$ cat config.mk
export PLATFORM = sky130hd
export DESIGN_NAME = vga_sync_gen
export DESIGN_NICKNAME = d
export VERILOG_FILES = /design/src/rtl/vga_sync_gen_pkg.sv /design/src/rtl/vga_sync_gen_sync_window_decode.sv /design/src/rtl/vga_sync_gen.sv
export SDC_FILE = /design/constraint.sdc
export NUM_CORES = 1
export LEC_CHECK = 0
export ABC_CLOCK_PERIOD_IN_PS = 5000
export CELL_PAD_IN_SITES_DETAIL_PLACEMENT = 2
export CELL_PAD_IN_SITES_GLOBAL_PLACEMENT = 2
export CORE_UTILIZATION = 25
export DETAILED_ROUTE_END_ITERATION = 6
export PLACE_DENSITY = 0.7
export SETUP_SLACK_MARGIN = 0.3
export SLEW_MARGIN = 20
export SYNTH_ARGS = -nofsm -noshare
export SYNTH_HDL_FRONTEND = slang
export SYNTH_SLANG_ARGS = --single-unit
$ cat constraint.sdc
create_clock -name i_Clk -period 5 [get_ports i_Clk]
set_clock_uncertainty 0.15 [all_clocks]
set_input_delay 1.5 -clock i_Clk [delete_from_list [all_inputs] [get_ports i_Clk]]
set_output_delay 1.5 -clock i_Clk [all_outputs]
set_load 0.02 [all_outputs]
$ cat src/rtl/vga_sync_gen_pkg.sv
// Shared timing defaults, FSM encodings and a window-compare helper for the
// VGA sync generator.
`timescale 1ns/1ps
package vga_sync_gen_pkg;

  // All row/column counters are this wide; totals above 2**CNT_W cannot be represented.
  localparam int CNT_W     = 10;
  localparam int MAX_TOTAL = 1 << CNT_W;

  // 640x480 @ 60 Hz timing with a 25 MHz pixel clock
  localparam int DEF_TOTAL_COLS      = 800;
  localparam int DEF_TOTAL_ROWS      = 525;
  localparam int DEF_ACTIVE_COLS     = 640;
  localparam int DEF_ACTIVE_ROWS     = 480;
  localparam int DEF_H_FRONT_PORCH   = 16;
  localparam int DEF_H_SYNC_WIDTH    = 96;
  localparam int DEF_V_FRONT_PORCH   = 10;
  localparam int DEF_V_SYNC_WIDTH    = 2;
  localparam int DEF_SYNC_ACTIVE_LOW = 1;

  // FSM encodings
  localparam logic [1:0] ST_IDLE   = 2'b00;
  localparam logic [1:0] ST_RUN    = 2'b01;
  localparam logic [1:0] ST_FINISH = 2'b10;

  // Inclusive range test used by the pulse window decoders
  function automatic logic in_window(input logic [CNT_W-1:0] cnt,
                                     input logic [CNT_W-1:0] lo,
                                     input logic [CNT_W-1:0] hi);
    return (cnt >= lo) && (cnt <= hi);
  endfunction

endpackage

$ cat src/rtl/vga_sync_gen_sync_window_decode.sv
// Registered window comparator: drives the connector sync pulse while the
// (next-cycle) count lies in [START, START+WIDTH-1], at the chosen polarity.
`timescale 1ns/1ps
module sync_window_decode
  import vga_sync_gen_pkg::*;
#(
  parameter int START      = 656,
  parameter int WIDTH      = 96,
  parameter bit ACTIVE_LOW = 1'b1
) (
  input  logic             i_Clk,
  input  logic             i_Rst_L,
  input  logic             i_En,
  input  logic [CNT_W-1:0] i_Count,
  output logic             o_Pulse
);

  localparam logic [CNT_W-1:0] WIN_LO = CNT_W'(START);
  localparam logic [CNT_W-1:0] WIN_HI = CNT_W'(START + WIDTH - 1);
  localparam logic             IDLE_LVL = ACTIVE_LOW;

  logic asserted;
  logic pulse_d;
  logic pulse_q;

  // Decode the window and map it to the connector polarity
  always_comb begin
    asserted = i_En && in_window(i_Count, WIN_LO, WIN_HI);
    pulse_d  = asserted ? ~IDLE_LVL : IDLE_LVL;
  end

  // Register the pulse; reset parks it at the deasserted level
  always_ff @(posedge i_Clk) begin
    if (!i_Rst_L) pulse_q <= IDLE_LVL;
    else          pulse_q <= pulse_d;
  end

  assign o_Pulse = pulse_q;

endmodule

$ cat src/rtl/vga_sync_gen.sv
// VGA sync source: column/row counters under a small IDLE/RUN/FINISH FSM,
// raw active-region syncs, porch-adjusted connector pulses, strobes and a
// frame counter. Every output is registered and decoded from next-cycle
// counts so all of them describe the pixel shown on o_Col_Count/o_Row_Count.
//
//   state  | meaning
//   IDLE   | counters parked at 0, outputs at reset levels, frame count held
//   RUN    | free-running raster, enable high
//   FINISH | enable dropped; finish the current frame, then IDLE (or back to RUN)
`timescale 1ns/1ps
module vga_sync_gen
  import vga_sync_gen_pkg::*;
#(
  parameter int TOTAL_COLS      = DEF_TOTAL_COLS,
  parameter int TOTAL_ROWS      = DEF_TOTAL_ROWS,
  parameter int ACTIVE_COLS     = DEF_ACTIVE_COLS,
  parameter int ACTIVE_ROWS     = DEF_ACTIVE_ROWS,
  parameter int H_FRONT_PORCH   = DEF_H_FRONT_PORCH,
  parameter int H_SYNC_WIDTH    = DEF_H_SYNC_WIDTH,
  parameter int V_FRONT_PORCH   = DEF_V_FRONT_PORCH,
  parameter int V_SYNC_WIDTH    = DEF_V_SYNC_WIDTH,
  parameter int SYNC_ACTIVE_LOW = DEF_SYNC_ACTIVE_LOW
) (
  input  logic             i_Clk,
  input  logic             i_Rst_L,
  input  logic             i_Enable,
  output logic             o_HSync,
  output logic             o_VSync,
  output logic             o_HSync_Pulse,
  output logic             o_VSync_Pulse,
  output logic [CNT_W-1:0] o_Col_Count,
  output logic [CNT_W-1:0] o_Row_Count,
  output logic             o_Active,
  output logic             o_Line_Start,
  output logic             o_Frame_Start,
  output logic [7:0]       o_Frame_Count,
  output logic             o_Running
);

  // Bad timing parameters stop elaboration rather than producing a silently broken raster
  if (TOTAL_COLS > MAX_TOTAL || TOTAL_ROWS > MAX_TOTAL) begin : g_bad_total
    $error("vga_sync_gen: TOTAL_COLS/TOTAL_ROWS exceed counter range");
  end
  if (ACTIVE_COLS + H_FRONT_PORCH + H_SYNC_WIDTH > TOTAL_COLS) begin : g_bad_h
    $error("vga_sync_gen: horizontal active+porch+sync exceeds TOTAL_COLS");
  end
  if (ACTIVE_ROWS + V_FRONT_PORCH + V_SYNC_WIDTH > TOTAL_ROWS) begin : g_bad_v
    $error("vga_sync_gen: vertical active+porch+sync exceeds TOTAL_ROWS");
  end

  localparam logic [CNT_W-1:0] LAST_COL = CNT_W'(TOTAL_COLS - 1);
  localparam logic [CNT_W-1:0] LAST_ROW = CNT_W'(TOTAL_ROWS - 1);
  localparam logic [CNT_W-1:0] ACT_COLS = CNT_W'(ACTIVE_COLS);
  localparam logic [CNT_W-1:0] ACT_ROWS = CNT_W'(ACTIVE_ROWS);

  logic [1:0]       state_d,     state_q;
  logic [CNT_W-1:0] col_d,       col_q;
  logic [CNT_W-1:0] row_d,       row_q;
  logic [7:0]       frame_cnt_d, frame_cnt_q;
  logic             running_d,   running_q;
  logic             hsync_d,     hsync_q;
  logic             vsync_d,     vsync_q;
  logic             active_d,    active_q;
  logic             line_st_d,   line_st_q;
  logic             frame_st_d,  frame_st_q;
  logic             last_col, last_row, frame_end;

  // Next state, next counts and frame counter
  always_comb begin
    state_d     = state_q;
    col_d       = col_q;
    row_d       = row_q;
    frame_cnt_d = frame_cnt_q;
    last_col    = (col_q == LAST_COL);
    last_row    = (row_q == LAST_ROW);
    frame_end   = last_col && last_row;

    case (state_q)
      ST_IDLE: begin
        col_d = '0;
        row_d = '0;
        if (i_Enable) state_d = ST_RUN;
      end
      ST_RUN, ST_FINISH: begin
        col_d = last_col ? '0 : col_q + 1'b1;
        if (last_col) row_d = last_row ? '0 : row_q + 1'b1;
        if (frame_end) frame_cnt_d = frame_cnt_q + 8'd1;
        // An enable drop on the last pixel in RUN still lands in FINISH,
        // which then plays out one more full frame.
        if (state_q == ST_RUN) begin
          if (!i_Enable) state_d = ST_FINISH;
        end else begin
          if (i_Enable)       state_d = ST_RUN;
          else if (frame_end) state_d = ST_IDLE;
        end
      end
      default: begin
        state_d = ST_IDLE;
        col_d   = '0;
        row_d   = '0;
      end
    endcase
  end

  // Flags decoded from next-cycle counts so they line up with the count outputs
  always_comb begin
    running_d  = (state_d != ST_IDLE);
    hsync_d    = running_d && (col_d < ACT_COLS);
    vsync_d    = running_d && (row_d < ACT_ROWS);
    active_d   = hsync_d && vsync_d;
    line_st_d  = running_d && (col_d == '0);
    frame_st_d = line_st_d && (row_d == '0);
  end

  // State, counter and flag registers
  always_ff @(posedge i_Clk) begin
    if (!i_Rst_L) begin
      state_q     <= ST_IDLE;
      col_q       <= '0;
      row_q       <= '0;
      frame_cnt_q <= '0;
      running_q   <= 1'b0;
      hsync_q     <= 1'b0;
      vsync_q     <= 1'b0;
      active_q    <= 1'b0;
      line_st_q   <= 1'b0;
      frame_st_q  <= 1'b0;
    end else begin
      state_q     <= state_d;
      col_q       <= col_d;
      row_q       <= row_d;
      frame_cnt_q <= frame_cnt_d;
      running_q   <= running_d;
      hsync_q     <= hsync_d;
      vsync_q     <= vsync_d;
      active_q    <= active_d;
      line_st_q   <= line_st_d;
      frame_st_q  <= frame_st_d;
    end
  end

  sync_window_decode #(
    .START      (ACTIVE_COLS + H_FRONT_PORCH),
    .WIDTH      (H_SYNC_WIDTH),
    .ACTIVE_LOW (SYNC_ACTIVE_LOW != 0)
  ) u_h_win (
    .i_Clk   (i_Clk),
    .i_Rst_L (i_Rst_L),
    .i_En    (running_d),
    .i_Count (col_d),
    .o_Pulse (o_HSync_Pulse)
  );

  // V window depends on row only
  sync_window_decode #(
    .START      (ACTIVE_ROWS + V_FRONT_PORCH),
    .WIDTH      (V_SYNC_WIDTH),
    .ACTIVE_LOW (SYNC_ACTIVE_LOW != 0)
  ) u_v_win (
    .i_Clk   (i_Clk),
    .i_Rst_L (i_Rst_L),
    .i_En    (running_d),
    .i_Count (row_d),
    .o_Pulse (o_VSync_Pulse)
  );

  assign o_HSync       = hsync_q;
  assign o_VSync       = vsync_q;
  assign o_Active      = active_q;
  assign o_Line_Start  = line_st_q;
  assign o_Frame_Start = frame_st_q;
  assign o_Col_Count   = col_q;
  assign o_Row_Count   = row_q;
  assign o_Frame_Count = frame_cnt_q;
  assign o_Running     = running_q;

endmodule

==> results of run 1 <==
cell usage in the layout (no fill, tap or decap), drive strengths merged, types with 2 or more instances in the layout:
master         instances
nand2                 14
nor2                  39
bufinv                 2
nand4b                 5
nor3                   8
ha                     7
nand4                  9
clkdlybuf4s50         38
nor4b                  2
nand2b                 3
inv                   15
o22ai                  4
dfxtp                 38
a31oi                  5
a211oi                 2
mux2i                  2
a21oi                  8
clkbuf                 5
xnor2                 13
or2                    2
and2                   5
o21ai                  4
nand3b                 2
nor4                   3
or3                    3
xor2                  13
o31ai                  2
o211ai                 2
nand3                 18
power breakdown:
group          internal, mW  switching (mW)  leakage (nW)
registers             0.315         0.00927         0.308
clock network         0.200           0.124        0.0683
logic                0.0391          0.0582         0.486
metal layers:
layer	track usage	routed length, um	part of all wire
met1	0.200	3020	0.47
met2	0.265	3130	0.49
met3	0.0220	136	0.021
met4	0.0500	84	0.013
met5	0	0	0
cell type report:
cell class,instances,area (um2)
Fill cell,964,5490
Tap cell,105,131
Clock buffer,5,68.8
Inverter,15,56.3
Multi-Input combinational cell,191,1220
Sequential cell,38,761
Clock inverter,3,68.8
Timing Repair Buffer,38,380
path summary, 6_finish.rpt:
| path | from | to | cells after the start |
|---|---|---|---|
| worst min-delay path | o_Col_Count[0]$_SDFF_PN0_ | o_Col_Count[0]$_SDFF_PN0_ | 1 |
| worst max-delay path | i_Enable | o_Frame_Start$_SDFF_PN0_ | 6 |
| worst max register to register | o_Col_Count[0]$_SDFF_PN0_ | o_Frame_Start$_SDFF_PN0_ | 7 |
| worst min register to register | o_Col_Count[0]$_SDFF_PN0_ | o_Col_Count[0]$_SDFF_PN0_ | 1 |
kinds of logic after synthesis:
| family | share of synthesized area |
|---|---|
| XOR/XNOR | 0.108 |
| AND/OR/NAND/NOR | 0.300 |
| buffers and inverters | 0.0572 |
| adder cells (fa/ha/maj) | 0.0417 |
| flip-flops | 0.362 |
| AO/OA/AOI/OAI | 0.120 |
| multiplexers | 0.00954 |
worst max-delay path: stages:
cell             delay, ns
clkdlybuf4s50_1       0.57
a21oi_1               0.10
o221a_2               0.30
o22ai_1               0.35
and4b_1               0.27
nor4b_2               0.19
flip-flops by register name, indices dropped and copies added, names as in the netlist:
signal / count
o_Active: 1
o_VSync: 1
u_v_win.o_Pulse: 1
u_h_win.o_Pulse: 1
o_Frame_Start: 1
state_q: 2
o_Col_Count: 10
o_HSync: 1
o_Line_Start: 1
o_Frame_Count: 8
o_Running: 1
o_Row_Count: 10
stage by stage:
step / instances / hold WS [ns] / total power, mW / instance area [um2]
finish: 395 / 0.361 / 0.745 / 2690
detailed placement: 387 / 0.342 / 0.429 / 2550
floorplan: 256 / 0.346 / 0.387 / 2100
CTS: 395 / 0.364 / 0.759 / 2690
global placement: 387 / 0.344 / 0.429 / 2550
global route: 395 / 0.387 / 0.777 / 2690
==> reports/qor.txt, run 1 <==
Setup CP Type: in2reg
Min Clock Period, post-route: 3.21 ns
ANT nets after route: 0
Drt total wl: 6.37 mm
CTS tree: done
VDD IR max: 0.000123 V
Detailed Route Iter0 Violations: 61
Tcrit/Tclk final: 0.642
Layout cells sized above 1: 0.0552
Resized Gates After CTS: 0
Vias: 1955
Most frequent cell after synthesis: nor2_1
H-tree depth: 2
Data arrival time of the critical path: 3.28 ns
PnR worst setup slack: 1.79 ns
Synth Flop Type: dfxtp_1
Endpoints failing hold: 0
Worst hold path class: reg2reg
Drt pass-1 iters: 4
Cts bufs inserted: 5
Grt ovf: 0
Antenna diodes: 0
Ports: 39
IO Port Bufs: 38
Clock-pin transition on the worst setup and hold timing paths: 0.09 ns
Synth Net Count: 266
Fraction of registers with async set/reset: 0
Core Footprint: 0.00818 mm2
Post-DR vias/cell: 4.95
Vias in the first global route: 2003
Final slew viol count: 0
First-pass GRT wire length: 10.4 mm
Pwr/cell area: 278 mW/mm2
Setup TNS: 0 ns
Seq cells post-synth: 38
Max-slew headroom: 0.575
DR DRC count: 0
FF-to-FF setup slack: 1.95 ns
Post-synth EDFFs: 0
Clock Latency Late Sink: 0.30 ns
Worst setup EP type: register
Post-Synthesis Cells: 256
Num Clock Sinks: 38
Hold-fix buffers, CTS: 0
Syn_area_per_cell: 8.20 um2
Pre-CTS setup slack: 1.48 ns
Synth top area share: 0.362
Largest net degree at the start of global routing: 17
Worst-Margin Slew: 0.631 ns
Post-synth cell types: 50
Fin nets: 299
GP Congestion: 0.789
Status: completed
WL/cell: 16.1 um
Critical path launch point type: input port
Initial antenna violation count: 0
Clk root buf: clkbuf_8
Final core utilization: 0.328
Synth-to-Final Area Change: 27.9%
Max-cap violations: 0
Initial Utilization: 0.257
Die Y: 93.6 um
Fmax: 0.311 GHz
Most frequent cells after synthesis: nor2_1, dfxtp_1, nand3_1
Synth warn: 0
Setup Viol. Count Final: 0
Worst Path Required: 5.07 ns
Post-CTS setup buffers: 0
FP Rows: 33
Post-synthesis sequential area ratio: 0.362
Die area: 0.00877 mm2
Die width: 93.6 um
Overall Global Routing Usage: 0.155
Max clock buf depth: 2
Leading post-synthesis cells by cell area: dfxtp_1, nor2_1, xnor2_1
Post-DP HPWL: 4.74 mm
RSZ-0062 raised after global routing: false
Leakage: 0.863 nW
Crit Path Max Fanout: 6
Cell area after synthesis: 0.00210 mm2
Area leader, netlist: dfxtp_1
Power figures use the tool's default switching activity.
==> run 2, diff against run 1 <==
ABC_CLOCK_PERIOD_IN_PS = 3100   (was 5000)
clock period = 3.1 ns   (was 5 ns; I/O delays follow)
==> reports/qor.txt, run 2 (synthesized netlist as in run 1, its figures left out) <==
Core Footprint: 0.00818 mm2
Final slew viol count: 0
RSZ-0062 raised after global routing: false
Worst hold slack: 0.330 ns
Tcrit/Tclk final: 0.859
Layout cells sized above 1: 0.0875
Drt pass-1 iters: 4
Vias in the first global route: 2004
Max-slew headroom: 0.626
Hold-fix buffers, CTS: 0
Endpoints failing hold: 0
Fin nets: 306
VDD IR max: 0.000191 V
Worst Path Required: 3.17 ns
Die area: 0.00877 mm2
Worst hold path class: reg2reg
Max-cap violations: 0
Vias: 1992
Detailed Route Iter0 Violations: 82
Post-CTS setup buffers: 0
Pwr/cell area: 415 mW/mm2
Dpl cell area: 0.00260 mm2
Num Clock Sinks: 38
Die Y: 93.6 um
Largest net degree at the start of global routing: 17
Drt total wl: 6.36 mm
H-tree depth: 2
Most common library cell in the layout ignoring fill and taps: nor2_1
Final core utilization: 0.333
Max incr delay on CP: 0.51 ns
Die width: 93.6 um
Setup CP Type: reg2reg
Setup TNS: 0 ns
Setup Viol. Count Final: 0
Post-DR vias/cell: 4.96
Leakage: 0.877 nW
Initial Utilization: 0.257
ANT nets after route: 0
Data arrival time of the critical path: 2.74 ns
Slowest CP cell: or3_4
Clock Latency Late Sink: 0.31 ns
Worst-Margin Slew: 0.557 ns
Ports: 39
Crit Path Max Fanout: 14
CTS tree: done
Initial antenna violation count: 0
Critical path launch point type: register
Clock-pin transition on the worst setup and hold timing paths: 0.08 ns
WL/cell: 15.8 um
First-pass GRT wire length: 10.4 mm
Cts bufs inserted: 5
Max clock buf depth: 2
Worst setup EP type: register
IO Port Bufs: 38
Post-DP HPWL: 4.80 mm
DR DRC count: 0
Synth-to-Final Area Change: 29.5%
GP Congestion: 0.815
Clk root buf: clkbuf_8
Post-route cell area: 0.00272 mm2
Critical-path cell list: ha_2 > nand4_1 > or3_4 > or4_1 > a31oi_1 > a41oi_1 > nor4b_2
Antenna diodes: 0
Status: completed
Grt ovf: 0
Min Clock Period, post-route: 2.66 ns
Commonest non-fill, non-tap cells in the layout: nor2_1, clkdlybuf4s50_1, dfxtp_1
Overall Global Routing Usage: 0.155
FP Rows: 33
Fmax: 0.375 GHz
-- run 2: repair_timing --
action / 4_1_cts / 5_1_grt
gates resized for setup: 0 / 3
endpoints found under the hold margin: 0 / 0
endpoints found under the setup margin: 0 / 3
-- run 2: area by class of cell --
cell class                      instances  area [um2]
Clock buffer                            5        68.8
Sequential cell                        38         763
Multi-Input combinational cell        191        1220
Timing Repair Buffer                   45         433
Fill cell                             957        5460
Inverter                               15        56.3
Tap cell                              105         131
Clock inverter                          3        45.0
-- run 2: report_power, final --
group	leakage [nW]	switching (mW)	internal, mW
logic	0.517	0.0952	0.0692
clock network	0.0504	0.201	0.240
registers	0.309	0.0144	0.508
-- run 2: layer usage --
layer	track usage	part of all wire	up-vias
met5	0	0	-
li1	-	-	978
met1	0.208	0.49	983
met2	0.254	0.48	24
met3	0.0244	0.022	7
met4	0.0500	0.012	0
-- run 2: final timing paths --
kind / from / to / slack, ns / cells after the start
worst max-delay path: o_Col_Count[0]$_SDFF_PN0_ / o_Frame_Start$_SDFF_PN0_ / 0.44 / 7
worst max register to register: o_Col_Count[0]$_SDFF_PN0_ / o_Frame_Start$_SDFF_PN0_ / 0.44 / 7
worst min-delay path: o_Col_Count[0]$_SDFF_PN0_ / o_Col_Count[0]$_SDFF_PN0_ / 0.33 / 1
worst min register to register: o_Col_Count[0]$_SDFF_PN0_ / o_Col_Count[0]$_SDFF_PN0_ / 0.33 / 1
-- run 2: critical path, delay by kind of cell (launching register included) --
| family | cells | cell delay, ns |
|---|---|---|
| AND/OR/NAND/NOR | 4 | 1.42 |
| flip-flops | 1 | 0.38 |
| AO/OA/AOI/OAI | 2 | 0.38 |
| adder cells (fa/ha/maj) | 1 | 0.25 |
-- run 2: stage by stage --
| step | power (mW) | setup slack [ns] | std cells |
|---|---|---|---|
| finish | 1.13 | 0.436 | 402 |
| floorplan | 0.624 | 0.412 | 256 |
| detailed placement | 0.700 | 0.297 | 394 |
| global route | 1.18 | 0.318 | 402 |
| global placement | 0.696 | 0.396 | 394 |
| CTS | 1.14 | 0.328 | 402 |
